### config.mk
export PLATFORM = sky130hd
export DESIGN_NAME = axi_interp_hold
export DESIGN_NICKNAME = d
export VERILOG_FILES = /design/src/rtl/axi_interp_hold.sv
export SDC_FILE = /design/constraint.sdc
export NUM_CORES = 1
export LEC_CHECK = 0
export BUFFER_PORTS_ARGS = -buffer_cell sky130_fd_sc_hd__buf_4
export CAP_MARGIN = 30
export CORE_ASPECT_RATIO = 0.5
export CORE_MARGIN = 1
export CORE_UTILIZATION = 45
export CTS_BUF_LIST = sky130_fd_sc_hd__clkbuf_4
export DETAILED_ROUTE_END_ITERATION = 10
export GPL_TIMING_DRIVEN = 1
export MAX_ROUTING_LAYER = met4
export PLACE_DENSITY = 0.8
export SYNTH_ARGS = -nofsm -noshare
export SYNTH_HDL_FRONTEND = slang
export SYNTH_SLANG_ARGS = --single-unit
### constraint.sdc
create_clock -name clk -period 3.2 [get_ports clk]
set_input_delay 0.16 -clock clk [delete_from_list [all_inputs] [get_ports clk]]
set_output_delay 0.16 -clock clk [all_outputs]
set_load 0.1 [all_outputs]
### src/rtl/axi_interp_hold.sv
// Interpolating AXI-Stream hold stage: each accepted sample is emitted N times (zero-order hold).
// Define AXI_INTERP_HOLD_ZERO_STUFF_EN to enable zero-stuff mode (cfg_mode = 1).
module axi_interp_hold #(
  parameter  int WIDTH = 32,
  parameter  int MAX_N = 255,
  localparam int NW    = $clog2(MAX_N + 1)
) (
  input  logic             clk,
  input  logic             rst_n,
  input  logic [NW-1:0]    cfg_n,
  input  logic             cfg_mode,
  input  logic [15:0]      cfg_spp,
  input  logic [WIDTH-1:0] s_axis_tdata,
  input  logic             s_axis_tlast,
  input  logic             s_axis_tvalid,
  output logic             s_axis_tready,
  output logic [WIDTH-1:0] m_axis_tdata,
  output logic             m_axis_tlast,
  output logic             m_axis_tvalid,
  output logic             m_axis_teob,
  input  logic             m_axis_tready,
  output logic             err_cfg
);

  typedef enum logic {IDLE, RUN} state_t;

  state_t           state_q, state_d;
  logic             hold_vld_q, hold_vld_d;
  logic [WIDTH-1:0] hold_data_q, hold_data_d;
  logic             hold_eob_q, hold_eob_d;
  logic [NW-1:0]    copy_q, copy_d;
  logic [NW-1:0]    n_q, n_d;
  logic             mode_q, mode_d;
  logic [15:0]      spp_q, spp_d;
  logic [15:0]      pkt_q, pkt_d;
  logic             err_q, err_d;

  logic last_copy, m_xfer, s_acc, burst_end, start, pkt_wrap;

  assign last_copy = (copy_q == n_q - NW'(1));
  assign m_xfer    = hold_vld_q & m_axis_tready;
  assign burst_end = m_xfer & last_copy & hold_eob_q;
  assign pkt_wrap  = (spp_q != 16'd0) && (pkt_q == spp_q - 16'd1);

  // Gating with rst_n keeps tready low during reset even though the hold register reads empty.
  assign s_axis_tready = rst_n & (~hold_vld_q | (m_xfer & last_copy));
  assign s_acc         = s_axis_tvalid & s_axis_tready;
  // A sample accepted while the EOB sample drains its last copy opens the next burst.
  assign start         = s_acc & ((state_q == IDLE) | burst_end);

  assign m_axis_tvalid = hold_vld_q;
  assign m_axis_tdata  = (mode_q && copy_q != '0) ? '0 : hold_data_q;
  assign m_axis_teob   = hold_vld_q & last_copy & hold_eob_q;
  assign m_axis_tlast  = hold_vld_q & ((last_copy & hold_eob_q) | pkt_wrap);
  assign err_cfg       = err_q;

`ifndef AXI_INTERP_HOLD_ZERO_STUFF_EN
  logic unused_cfg_mode;
  assign unused_cfg_mode = cfg_mode;
`endif

  always_comb begin
    // NOTE: every _d gets its hold value first so no path through this block infers a latch.
    state_d     = state_q;
    hold_vld_d  = hold_vld_q;
    hold_data_d = hold_data_q;
    hold_eob_d  = hold_eob_q;
    copy_d      = copy_q;
    n_d         = n_q;
    mode_d      = mode_q;
    spp_d       = spp_q;
    pkt_d       = pkt_q;
    err_d       = err_q;

    if (m_xfer) begin
      copy_d = copy_q + NW'(1);
      if (last_copy) begin
        hold_vld_d = 1'b0;
        copy_d     = '0;
      end
      if ((last_copy && hold_eob_q) || pkt_wrap) pkt_d = 16'd0;
      else if (spp_q != 16'd0)                   pkt_d = pkt_q + 16'd1;
      if (burst_end) state_d = IDLE;
    end

    if (s_acc) begin
      hold_vld_d  = 1'b1;
      hold_data_d = s_axis_tdata;
      hold_eob_d  = s_axis_tlast;
      copy_d      = '0;
      state_d     = RUN;
      if (start) begin
        n_d   = (cfg_n == '0) ? NW'(1) : cfg_n;
        err_d = err_q | (cfg_n == '0);
        spp_d = cfg_spp;
`ifdef AXI_INTERP_HOLD_ZERO_STUFF_EN
        mode_d = cfg_mode;
`else
        mode_d = 1'b0;
`endif
      end
    end
  end

  // NOTE: sequential state uses non-blocking assignments so all registers update together.
  always_ff @(posedge clk or negedge rst_n) begin
    if (!rst_n) begin
      state_q     <= IDLE;
      hold_vld_q  <= 1'b0;
      hold_data_q <= '0;
      hold_eob_q  <= 1'b0;
      copy_q      <= '0;
      n_q         <= NW'(1);
      mode_q      <= 1'b0;
      spp_q       <= 16'd0;
      pkt_q       <= 16'd0;
      err_q       <= 1'b0;
    end else begin
      state_q     <= state_d;
      hold_vld_q  <= hold_vld_d;
      hold_data_q <= hold_data_d;
      hold_eob_q  <= hold_eob_d;
      copy_q      <= copy_d;
      n_q         <= n_d;
      mode_q      <= mode_d;
      spp_q       <= spp_d;
      pkt_q       <= pkt_d;
      err_q       <= err_d;
    end
  end

endmodule
==> run metrics <==
status finished, violations left; violated checks negative setup slack; Primary FF master, synth dfrtp_1; clk slew on worst S/H paths between 100 and 150 ps; Hold Path Class in -> reg; Critical Path RT 3040 ps; Avg WL per Cell between 15 and 20 um; Site Rows 25; post-synthesis cell type count 64; Finished Cell Area ~6400 um2; CTS tree done; max-cap viol count 0; Total GRT Usage 0.236; post-route minimum period between 3000 and 4000 ps; routed vias 3837; Worst-Skew Late Latency about 440 ps; CTS buffer count 9; DR iter-0 viols 130; Fmax achieved just under 300 MHz; R2R cell count 12; DR DRC count 0; r2r startpoint spp_q[1]$_DFFE_PN0P_; Slew Viols, Final 0; setup TNS -203 ps; pin count of the biggest net entering global routing between 40 and 50; Setup WS pre-CTS 40.9 ps; buffers added on ports between 90 and 100; initial antenna violation count 0; # IOs between 90 and 100; n_diodes 0; dpl hpwl between 7000 and 8000 um; arrival time worst endpoint between 3000 and 4000 ps; die height between 70 and 80 um; final period utilization 1.06; Mapped Nets 478; Mapped Area 4540 um2; ANT nets after route 0; CTS Buffer Depth 2; Layout Skew 12.3 ps; worst hold stages 4; DP Area roughly 5500 um2; Hold Fails Final Rpt 0; critical path's slowest cell or4_4; Mean Syn Cell Area 11.0 um2; RR Endpoint pkt_q[11]$_DFFE_PN0P_; Async SR Flop Fraction 1.00; CTS Sinks between 80 and 90; global-route wire length before repair 18300 um; crit path max fanout 4; Design Power between 6 and 7 mW; Ys Warns 0; min-delay src m_axis_tready; iteration count of the initial detailed-routing pass 5; Yosys reg bits 84; EDFF count, synth 0; Area growth, synth to finish 41.4%; worst vdd ir between 0.9 and 1 mV; CP max stage delay around 500 ps; vias in the first global route 3847; Cell Chain, Critical Path inv_2 -> ha_4 -> buf_6 -> o211ai_1 -> a22oi_2 -> or4_1 -> or4_4 -> o31a_4 -> nor2b_4 -> buf_12; most common cell after layout, fill and taps aside buf_4; initial core utilization 0.472; Vias/cell 5.29; power per cell area about 1000 nW/um2; startpoint types register; Root Driver clkbuf_4; Syn Inst Count 412; layout cells sized above 1 0.376; final setup vio count 1; die area between 10000 and 15000 um2; core region area a little under 10000 um2; Worst Hold Slack 78.0 ps; GR Overflow Total 0; Die W 144 um; gpl congestion roughly 0.85; crit end category output pin; P_leak between 2 and 3 nW; final net count around 650; worst-case hold path end point m_axis_tvalid$_DFFE_PN0P_; H-tree levels 3; max_slew headroom 0.602; PnR worst setup slack -203 ps; final WL between 10000 and 15000 um; CP Class reg -> out; setup slack, reg-to-reg 70 ps; commonest cells after routing, fill and taps aside buf_4, dfrtp_1, dlygate4sd3_1; worst-margin pin slew about 600 ps; fillers just over 700; unrepaired setup endpoints after global routing yes; sequential share of the synthesized area 0.463
state kept, by name (all words and copies together) (netlist names):
register	count
err_cfg	1
m_axis_tvalid	1
state_q	1
n_q	8
hold_eob_q	1
spp_q	16
hold_data_q	32
copy_q	8
pkt_q	16
worst max-delay path, delay by kind of cell (launching register included):
kind                       cells  cell delay [ps]
buffers and inverters          3              360
DFF                            1              400
and+or+nand+nor                3             1050
AOI/OAI and AO/OA              3              840
adders and majority gates      1              170
cells in the mapped netlist (4+ instances only):
cell type | number | share of area
buf_2 | 8 | 0.0088
nand2_1 | 37 | 0.031
mux2_2 | 42 | 0.10
a22o_1 | 5 | 0.0096
nand3_1 | 12 | 0.013
inv_1 | 12 | 0.0099
and3_1 | 7 | 0.0096
nand2b_1 | 4 | 0.0055
nor4_1 | 7 | 0.0096
nor3_1 | 16 | 0.018
nor2_1 | 25 | 0.021
o31ai_1 | 5 | 0.0083
xor2_1 | 11 | 0.021
dfrtp_1 | 83 | 0.46
clkbuf_1 | 5 | 0.0041
ha_1 | 4 | 0.011
mux2_4 | 10 | 0.033
xnor2_1 | 30 | 0.058
o21ai_0 | 9 | 0.0099
a21oi_1 | 11 | 0.012
mux2_1 | 5 | 0.012
stage by stage:
| stage | util | cells |
|---|---|---|
| 2_1_floorplan | - | 412 |
| 3_3_place_gp | 0.570 | 643 |
| 3_5_place_dp | 0.570 | 643 |
| 4_1_cts | 0.658 | 722 |
| 5_1_grt | 0.667 | 726 |
| 6_report | 0.667 | 726 |
per-layer routing:
layer  global-route usage  share of wire  vias to the layer above
met5                    -              0                        -
met4               0.0969          0.028                        0
met3               0.0545          0.051                       35
met2                0.395           0.49                      115
met1                0.276           0.43                     1870
li1                     -              -                     1817
report_power, final:
group / total (mW) / internal [mW] / leakage [nW] / switching, mW
registers: 1.94 / 1.49 / 1.05 / 0.453
clock network: 0.693 / 0.331 / 0.0845 / 0.362
logic: 4.06 / 1.44 / 1.83 / 2.63
total: 6.70 / 3.26 / 2.97 / 3.44
logic make-up (layout without fill, tap and decap cells):
family,count (synthesis),count (layout),share of synthesized area
flip-flops,84,84,0.463
AO/OA/AOI/OAI,56,56,0.0953
AND/OR/NAND/NOR,139,140,0.166
XOR/XNOR,41,41,0.0790
adder cells (fa/ha/maj),4,4,0.0110
buffers and inverters,29,207,0.0319
multiplexers,59,59,0.154
layout make-up:
type	instances	area, um2	area share
multi-input cells	300	2400	0.373
flip-flops and latches	84	2100	0.327
repair buffers	179	1550	0.242
well taps	135	169	0.0263
clock buffers	11	82.6	0.0129
clock inverters	5	76.3	0.0119
inverters	12	45.0	0.00701
timing repair:
action | CTS | global route
hold buffers | 59 | 0
endpoints found under the setup margin | 3 | 37
buffers inserted | 4 | 3
hold endpoints to repair | 94 | 0
pin swaps | 6 | 6
gates resized for setup | 18 | 12
gates cloned | 0 | 1
worst max-delay path by stage:
| stage | start | to | slack [ps] | cells after the start |
|---|---|---|---|---|
| 2_1_floorplan | spp_q[0]$_DFFE_PN0P_ | m_axis_tlast | 60 | 11 |
| 3_3_place_gp | spp_q[1]$_DFFE_PN0P_ | pkt_q[12]$_DFFE_PN0P_ | 110 | 11 |
| 3_5_place_dp | n_q[0]$_DFFE_PN1P_ | n_q[7]$_DFFE_PN0P_ | 40 | 11 |
| 4_1_cts | spp_q[1]$_DFFE_PN0P_ | m_axis_tlast | -110 | 10 |
| 5_1_grt | spp_q[1]$_DFFE_PN0P_ | m_axis_tlast | -260 | 11 |
| 6_report | spp_q[1]$_DFFE_PN0P_ | m_axis_tlast | -200 | 10 |
No activity file was read; power rests on OpenSTA's default activity.
